==> src/rtl/aw_video_page_engine.sv <==
// Video-page command engine: owns the front/back/work page pointers and
// streams fill/copy pixel traffic into the 4-page, 4-bit-per-pixel VRAM.
module aw_video_page_engine #(
    parameter int PAGE_PIXELS = 64000,
    parameter int ADDR_W      = 18
) (
    input  logic              clk,
    input  logic              reset,
    input  logic              cmd_valid,
    output logic              cmd_ready,
    input  logic [1:0]        cmd_op,
    input  logic [7:0]        cmd_arg_a,
    input  logic [7:0]        cmd_arg_b,
    output logic              vram_re,
    output logic [ADDR_W-1:0] vram_raddr,
    input  logic [3:0]        vram_rdata,
    output logic              vram_we,
    output logic [ADDR_W-1:0] vram_waddr,
    output logic [3:0]        vram_wdata,
    output logic [1:0]        front_page,
    output logic              busy,
    output logic              cmd_done
);
    localparam logic [1:0]  OP_SEL  = 2'd0;
    localparam logic [1:0]  OP_FILL = 2'd1;
    localparam logic [1:0]  OP_COPY = 2'd2;
    localparam logic [15:0] LAST    = 16'(PAGE_PIXELS - 1);

    typedef enum logic [1:0] {IDLE, FILL, COPY} state_t;

    state_t      state, state_nxt;
    logic [1:0]  front, back, work;
    logic [1:0]  src, dst;
    logic [3:0]  colour;
    logic [15:0] rd_off, wr_off;
    logic        wr_pend, draining, done_q;
    logic        accept;
    logic [1:0]  res_a, res_b, src_res;

    // The work page is tracked for the VM but no datapath here consumes it.
    logic unused_work;
    assign unused_work = ^work;

    function automatic logic [1:0] resolve(input logic [7:0] x, input logic [1:0] f,
                                           input logic [1:0] b);
        if (x <= 8'd3)       return x[1:0];
        else if (x == 8'hFF) return b;
        else if (x == 8'hFE) return f;
        else                 return 2'd0;
    endfunction

    // page*64000 without a multiplier; other page sizes fall back to a constant product
    function automatic logic [ADDR_W-1:0] page_base(input logic [1:0] p);
        logic [ADDR_W-1:0] pw;
        pw = ADDR_W'(p);
        if (PAGE_PIXELS == 64000) return (pw << 16) - (pw << 10) - (pw << 9);
        else                      return ADDR_W'(p * PAGE_PIXELS);
    endfunction

    assign res_a   = resolve(cmd_arg_a, front, back);
    assign res_b   = resolve(cmd_arg_b, front, back);
    assign src_res = (cmd_arg_a[7] && cmd_arg_a < 8'hFE) ? cmd_arg_a[1:0] : res_a;
    assign accept  = cmd_valid & cmd_ready;

    assign front_page = front;
    assign cmd_done   = done_q;

    always_ff @(posedge clk) begin
        if (!reset) state <= IDLE;
        else        state <= state_nxt;
    end

    always_comb begin
        state_nxt  = state;
        cmd_ready  = (state == IDLE) && reset;
        busy       = (state != IDLE) && reset;
        vram_re    = 1'b0;
        vram_raddr = '0;
        vram_we    = 1'b0;
        vram_waddr = '0;
        vram_wdata = '0;
        unique case (state)
            IDLE: if (accept) begin
                if (cmd_op == OP_FILL)                           state_nxt = FILL;
                else if (cmd_op == OP_COPY && src_res != res_b)  state_nxt = COPY;
            end
            FILL: begin
                vram_we    = 1'b1;
                vram_waddr = page_base(dst) + ADDR_W'(wr_off);
                vram_wdata = colour;
                if (wr_off == LAST) state_nxt = IDLE;
            end
            COPY: begin
                vram_re    = !draining;
                vram_raddr = page_base(src) + ADDR_W'(rd_off);
                vram_we    = wr_pend;
                vram_waddr = page_base(dst) + ADDR_W'(wr_off);
                vram_wdata = vram_rdata;
                if (draining) state_nxt = IDLE;
            end
            default: state_nxt = IDLE;
        endcase
        // Reset kills strobes in the same cycle it is asserted.
        if (!reset) begin
            state_nxt  = IDLE;
            vram_re    = 1'b0;
            vram_raddr = '0;
            vram_we    = 1'b0;
            vram_waddr = '0;
            vram_wdata = '0;
        end
    end

    always_ff @(posedge clk) begin
        if (!reset) begin
            front    <= 2'd2;
            back     <= 2'd1;
            work     <= 2'd1;
            src      <= '0;
            dst      <= '0;
            colour   <= '0;
            rd_off   <= '0;
            wr_off   <= '0;
            wr_pend  <= 1'b0;
            draining <= 1'b0;
            done_q   <= 1'b0;
        end else begin
            done_q <= 1'b0;
            unique case (state)
                IDLE: if (accept) begin
                    rd_off   <= '0;
                    wr_off   <= '0;
                    wr_pend  <= 1'b0;
                    draining <= 1'b0;
                    case (cmd_op)
                        OP_SEL: begin
                            work   <= res_a;
                            done_q <= 1'b1;
                        end
                        OP_FILL: begin
                            dst    <= res_a;
                            colour <= cmd_arg_b[3:0];
                        end
                        OP_COPY: begin
                            src    <= src_res;
                            dst    <= res_b;
                            done_q <= (src_res == res_b);
                        end
                        default: begin
                            if (cmd_arg_a == 8'hFF) begin
                                front <= back;
                                back  <= front;
                            end else if (cmd_arg_a != 8'hFE) begin
                                front <= res_a;
                            end
                            done_q <= 1'b1;
                        end
                    endcase
                end
                FILL: begin
                    if (wr_off == LAST) done_q <= 1'b1;
                    else                wr_off <= wr_off + 16'd1;
                end
                COPY: begin
                    // Write side trails the read side by one cycle (VRAM read latency).
                    wr_pend <= !draining;
                    wr_off  <= rd_off;
                    if (draining)             done_q   <= 1'b1;
                    else if (rd_off == LAST)  draining <= 1'b1;
                    else                      rd_off   <= rd_off + 16'd1;
                end
                default: ;
            endcase
        end
    end
endmodule

==> config.mk <==
export PLATFORM = sky130hd
export DESIGN_NAME = aw_video_page_engine
export DESIGN_NICKNAME = d
export VERILOG_FILES = /design/src/rtl/aw_video_page_engine.sv
export SDC_FILE = /design/constraint.sdc
export NUM_CORES = 1
export LEC_CHECK = 0
export CORE_ASPECT_RATIO = 1.5
export CORE_UTILIZATION = 52
export DETAILED_ROUTE_END_ITERATION = 6
export GPL_ROUTABILITY_DRIVEN = 0
export GPL_TIMING_DRIVEN = 0
export PLACE_DENSITY = 0.9
export SKIP_LAST_GASP = 1
export SYNTH_ARGS = -nofsm -noshare
export SYNTH_HDL_FRONTEND = slang
export SYNTH_SLANG_ARGS = --single-unit
==> constraint.sdc <==
create_clock -name clk -period 5.59 [get_ports clk]
set_input_delay 0.559 -clock clk [delete_from_list [all_inputs] [get_ports clk]]
set_output_delay 0.559 -clock clk [all_outputs]
set_load 0.01 [all_outputs]
==> metrics.yaml, run 1 <==
yosys:
  synth_compound_area_frac: 0.201
  synth-xor-area-share: 0.0787
  ys_types: 63
  synth-adder-area-share: 0.110
  synth_top_family_by_area: "simple AND/OR/NAND/NOR gates"
  synthFlopType: "dfxtp_1"
  synth.area.mux_share: 0.0245
  syn_area_per_cell_um2: 7.75
  synthSimpleGateAreaFrac: 0.281
  ys_ff_latch: 49
  syn-cell-area_um2: 3780
  seq_area_frac_synth: 0.259
  synth_edf_count: 0
  synthCells: 488
  async_flop_share: 0
  synth_fp_nets: 545
  ys_warn_count: 0
clocking:
  clk_pin_slew_ns: 0.09
  cts.sinks: 49
  cts_tree: "done"
  cts_max_path_buffers: 2
  post-cts-setup-buffer-count: 0
  holdBufCountCts: 0
  ctsResizeCount: 0
  clockRootBuffer: "clkbuf_8"
  htreeDepth: 2
  clock_latency_ns: 0.31
  cts-buffers-inserted: 5
final_layout:
  post-route-util: 0.674
  syn_to_final_growth_pct: 23.8
  fillers: 598
  num_antenna_cells: 0
  design.final.nets: 623
  drive_above_1_share: 0.0459
sta:
  finalHoldViolations: 0
  skew_ns: 0.0102
  min_period_ns: 3.92
  rsz0062_at_grt: "no"
  fin_crit_sh: 0.702
  final.setup.worst_slack_ns: 1.67
  tightest_slew_ns: 0.625
  max-slew-margin-rel: 0.584
  slew_violations: 0
  max_freq_mhz: 255
  fin_tns_setup_ns: 0
  setup_violations: 0
min_path:
  hp-start: "back[1]"
  min_path_type: "reg2reg"
  holdPathEnd: "back[1]"
  hold_path_depth: 2
global_routing:
  antenna_found_initial: 0
  grt_pass1_vias: 3848
  grt.total_usage: 0.281
  grt_overflow: 0
  grt_start_max_net_pins: 17
  grt_pass1_wl_um: 17500
critical_path:
  crit_path_start_kind: "register"
  reg2reg_setup_slack_ns: 3.16
  critical_path_class: "reg2out"
  cp-end-kind: "primary output"
  r2r-end: "wr_off[12]"
  worstReg2RegStart: "state[0]"
  critical_path_required_ns: 5.03
  cp_max_fo: 5
  reg2reg_depth: 9
  critPathArrivalTime_ns: 3.36
status:
  status: "complete, no violations"
place:
  dp_worst_setup_slack_ns: 2.06
  hpwl_um: 7990
  port_buffers: 71
power_and_ir_drop:
  static-leakage-power_nw: 1.80
  ir_drop_mv: 0.138
  finalPower_mw: 0.878
  powerDensity_nw_per_um2: 187
detailed_routing:
  routed_wl_um: 10500
  drt_pass1_iterations: 5
  drcViolationCount: 0
  drt-wirelength-per-cell_um: 16.3
  drt_iter0_drc: 334
  drtAntennaViolNets: 0
  via_per_inst: 6.18
  via_count: 3983
floorplan:
  die_w_um: 71.6
  die_area_um2: 7630
  core_um2: 6940
  start_util: 0.545
  io_pins: 72
  num_rows: 37
  die_h_um: 106
flow_run:
  maxCapViolations: 0
-- stage by stage --
step / hold WS, ns / cell area [µm²] / instances
3_3_place_gp: 0.479 / 4590 / 637
5_1_grt: 0.530 / 4680 / 645
4_1_cts: 0.512 / 4680 / 645
3_5_place_dp: 0.490 / 4590 / 637
6_report: 0.510 / 4680 / 645
2_1_floorplan: 0.461 / 3780 / 488
-- state kept, by name, summed over array words and instances, names as in the netlist --
| signal | cells |
|---|---|
| draining | 1 |
| wr_pend | 1 |
| wr_off | 16 |
| rd_off | 16 |
| back | 2 |
| dst | 2 |
| colour | 4 |
| state | 2 |
| front_page | 2 |
| cmd_done | 1 |
| src | 2 |
-- cell usage in the layout (no fill, tap or decap), types with 4 or more instances in the layout --
master           netlist  layout
clkbuf_1              16      16
nand2_1               34      34
nand3_1               28      28
and3_1                27      27
mux2i_1                7       7
xor2_1                15      15
nor2_1                61      61
ha_1                  30      30
nand4_1                9       9
or3_1                  8       8
o21a_1                 5       5
o21ai_0               21      21
nor3_1                13      13
nor2b_1                4       4
xnor2_1               19      19
a21oi_1               28      28
a22oi_1               12      12
inv_1                 24      24
o21bai_1               4       4
clkbuf_8               0       5
dfxtp_1               49      49
clkdlybuf4s50_1        0      71
a21o_1                 6       6
a2bb2oi_1              7       7
-- final cells by class --
cell class                 instances  area [µm²]  share of cell area
clock inverter                     3        22.5             0.00481
tap                               78        97.6              0.0208
multi-input combinational        394        2630               0.561
timing repair buffer              71         711               0.152
sequential                        49         981               0.209
clock buffer                       5        68.8              0.0147
buffer                            21        83.8              0.0179
inverter                          24        90.1              0.0192
-- synthesized netlist by cell type, types with 4 or more instances --
| master | n | area (µm²) |
|---|---|---|
| a21o_1 | 6 | 45.0 |
| a21oi_1 | 28 | 140 |
| a22oi_1 | 12 | 90.1 |
| a2bb2oi_1 | 7 | 61.3 |
| and3_1 | 27 | 169 |
| clkbuf_1 | 16 | 60.1 |
| dfxtp_1 | 49 | 981 |
| ha_1 | 30 | 375 |
| inv_1 | 24 | 90.1 |
| mux2i_1 | 7 | 70.1 |
| nand2_1 | 34 | 128 |
| nand3_1 | 28 | 140 |
| nand4_1 | 9 | 56.3 |
| nor2_1 | 61 | 229 |
| nor2b_1 | 4 | 25.0 |
| nor3_1 | 13 | 65.1 |
| o21a_1 | 5 | 37.5 |
| o21ai_0 | 21 | 105 |
| o21bai_1 | 4 | 30.0 |
| or3_1 | 8 | 50.1 |
| xnor2_1 | 19 | 166 |
| xor2_1 | 15 | 131 |
-- worst max-delay path: stages (launching register included) --
cell,delay (ns)
dfxtp_1,0.45
inv_1,0.11
ha_1,0.34
xor2_1,0.19
fa_1,0.45
a21o_1,0.18
a21oi_1,0.28
o21bai_1,0.13
a21oi_1,0.20
xor2_1,0.09
nor2_1,0.09
clkdlybuf4s50_1,0.54
-- routing by layer --
metal  GRT usage  up-vias  routed length (µm)
met4       0.136        0                 363
met1       0.321     1868                4130
met2       0.513      171                5510
li1            -     1903                   -
met3      0.0256       41                 510
met5           0        -                   0
-- power by group --
group | total, mW | internal, mW | switching [mW] | leakage [nW]
sequential | 0.369 | 0.359 | 0.0105 | 0.396
combinational | 0.291 | 0.0984 | 0.192 | 1.37
clock | 0.218 | 0.0880 | 0.130 | 0.0364
total | 0.878 | 0.545 | 0.333 | 1.80
-- worst max-delay path by stage --
stage            from              to  slack [ns]  cells past startpoint
5_1_grt        src[0]  vram_raddr[15]        1.49                     11
3_5_place_dp   src[0]  vram_raddr[15]        2.06                     11
6_report       src[0]  vram_raddr[15]        1.67                     11
4_1_cts        src[0]  vram_raddr[15]        1.71                     11
2_1_floorplan  src[0]  vram_raddr[15]        2.78                     10
3_3_place_gp    reset   vram_raddr[9]        2.15                      5
-- cell families (layout without fill, tap and decap cells) --
logic type	count (synthesis)	after routing
AND/OR/NAND/NOR	207	207
AO/OA/AOI/OAI	112	112
flip-flops	49	49
buffers and inverters	45	124
XOR/XNOR	34	34
adder cells (fa/ha/maj)	32	32
multiplexers	9	9
Power figures use the tool's default switching activity.
==> inputs of run 2 (changes only) <==
Clock period 5.59 ns to 3.8 ns, I/O delays scaled along.
==> metrics.yaml, run 2 (same netlist as run 1, synthesis figures left out) <==
status:
  status: "complete, no violations"  # unchanged
critical_path:
  cp_max_fo: 5  # unchanged
  crit_cells: 11  # unchanged
  reg2reg_depth: 9  # unchanged
  cp-end-kind: "primary output"  # unchanged
  path_buf_inv: 2  # unchanged
  reg2reg_setup_slack_ns: 1.34  # was 3.16 ns
  crit_family: "compound AO/OA/AOI/OAI gates"  # was adder cells
  crit_chain: "inv_1, ha_1, xor2_1, ha_1, a21o_1, a21oi_1, o21bai_1, a21boi_0, o21ai_0, a21oi_1, clkdlybuf4s50_1"  # was inv_1, ha_1, xor2_1, fa_1, a21o_1, a21oi_1, o21bai_1, a21oi_1, xor2_1, nor2_1, clkdlybuf4s50_1
  critical_path_class: "reg2out"  # unchanged
  critical_path_required_ns: 3.42  # was 5.03 ns
  crit_path_start_kind: "register"  # unchanged
  max_stage_delay_ns: 0.55  # was 0.54 ns
  critPathArrivalTime_ns: 3.17  # was 3.36 ns
  cp_slowest_cell: "clkdlybuf4s50_1"  # unchanged
detailed_routing:
  wl_met3_um: 470  # was 510 µm
  routed_wl_um: 10500  # about the same
  drcViolationCount: 0  # unchanged
  wl_met2_um: 5560  # was 5510 µm
  drt_iter0_drc: 316  # was 334
  drtAntennaViolNets: 0  # unchanged
  drt-wirelength-per-cell_um: 16.2  # was 16.3 µm
  drt_pass1_iterations: 5  # unchanged
  highest_layer: "met4"  # unchanged
  via_per_inst: 6.13  # was 6.18
  m1WireLength_um: 4100  # was 4130 µm
  via_count: 3951  # was 3983
power_and_ir_drop:
  ir_drop_mv: 0.203  # was 0.138 mV
  powerDensity_nw_per_um2: 276  # was 187 nW/µm²
  static-leakage-power_nw: 1.80  # about the same
  finalPower_mw: 1.29  # was 0.878 mW
sta:
  finalHoldViolations: 0  # unchanged
  max-slew-margin-rel: 0.596  # was 0.584
  min_period_ns: 3.55
  setup_violations: 0  # unchanged
  max_freq_mhz: 282
  skew_ns: 0.0111  # was 0.0102 ns
  final.setup.worst_slack_ns: 0.255  # was 1.67 ns
  rsz0062_at_grt: "no"  # unchanged
  fin_tns_setup_ns: 0  # unchanged
  slew_violations: 0  # unchanged
  tightest_slew_ns: 0.605  # was 0.625 ns
  hold_slack_ns: 0.510  # about the same
  fin_crit_sh: 0.933
global_routing:
  grt_overflow: 0  # unchanged
  grt_pass1_wl_um: 17500  # unchanged
  antenna_found_initial: 0  # unchanged
  grt_pass1_vias: 3848  # unchanged
  grt_start_max_net_pins: 17  # unchanged
  grt.total_usage: 0.281  # unchanged
final_layout:
  seq_area_um2: 983  # was 981 µm²
  stdcell_count: 645  # unchanged
  multiInputGateArea_um2: 2630  # about the same
  largestRegisters: "rd_off x16, wr_off x16, colour x4"  # unchanged
  num_antenna_cells: 0  # unchanged
  final_common_cell: "clkdlybuf4s50_1"  # unchanged
  fin_area_um2: 4690  # was 4680 µm²
  syn_to_final_growth_pct: 23.9  # was 23.8%
  fillers: 595  # was 598
  final_cell_mix: "71 x clkdlybuf4s50_1, 61 x nor2_1, 47 x dfxtp_1"  # was 71 x clkdlybuf4s50_1, 61 x nor2_1, 49 x dfxtp_1
  design.final.nets: 623  # unchanged
  drive_above_1_share: 0.0511  # was 0.0459
  post-route-util: 0.675  # was 0.674
place:
  place_inst: 637  # unchanged
  hpwl_um: 7990  # unchanged
  port_buffers: 71  # unchanged
  detailed_place.area_um2: 4590  # unchanged
  dp_worst_setup_slack_ns: 0.450  # was 2.06 ns
clocking:
  holdBufCountCts: 0  # unchanged
  cts.sinks: 49  # unchanged
  cts-buffers-inserted: 5  # unchanged
  clk_pin_slew_ns: 0.09  # about the same
  cts_max_path_buffers: 2  # unchanged
  htreeDepth: 2  # unchanged
  clock_latency_ns: 0.31  # about the same
  clockRootBuffer: "clkbuf_8"  # unchanged
  post-cts-setup-buffer-count: 0  # unchanged
  cts_tree: "done"  # unchanged
floorplan:
  die_h_um: 106  # unchanged
  die_w_um: 71.6  # unchanged
  start_util: 0.545  # unchanged
  num_rows: 37  # unchanged
  die_area_um2: 7630  # unchanged
  core_um2: 6940  # unchanged
  io_pins: 72  # unchanged
flow_run:
  maxCapViolations: 0  # unchanged
min_path:
  hold_path_depth: 2  # unchanged
  min_path_type: "reg2reg"  # unchanged
-- run 2: cell types whose count changed in the layout (fill, tap and decap cells not counted) --
cell	before	now
dfxtp_1	49	47
dfxtp_2	0	2
a21oi_1	28	27
a21oi_2	0	1
-- run 2: final timing paths --
kind / to / start
worst max register to register: wr_off[12] / state[0]
worst min-delay path: back[1] / back[1]
worst min register to register: back[1] / back[1]
worst max-delay path: vram_raddr[16] / src[0]
-- run 2: layout make-up --
cell class                      count  area share
Buffer                             21      0.0179
Tap cell                           78      0.0208
Sequential cell                    49       0.210
Timing Repair Buffer               71       0.152
Multi-Input combinational cell    394       0.561
Inverter                           24      0.0192
Clock buffer                        5      0.0147
Clock inverter                      3     0.00480
-- run 2: routing by layer --
layer	GRT usage	vias up
li1	-	1901
met1	0.321	1874
met2	0.513	145
met3	0.0256	31
met4	0.136	0
met5	0	-
-- run 2: report_power, final --
part	switching (mW)	internal, mW	leakage (nW)
sequential	0.0153	0.528	0.397
clock	0.192	0.130	0.0364
combinational	0.284	0.145	1.37
total	0.491	0.802	1.80
-- run 2: tightest hold or removal path: stages (launching register included) --
cell and delay [ns]:
dfxtp_1 0.33, o21ai_0 0.07, a21oi_1 0.06
-- run 2: repair_timing --
| item | CTS | global route |
|---|---|---|
| resized for setup | 0 | 3 |
| endpoints found under the setup margin | 0 | 3 |
| endpoints found under the hold margin | 0 | 0 |
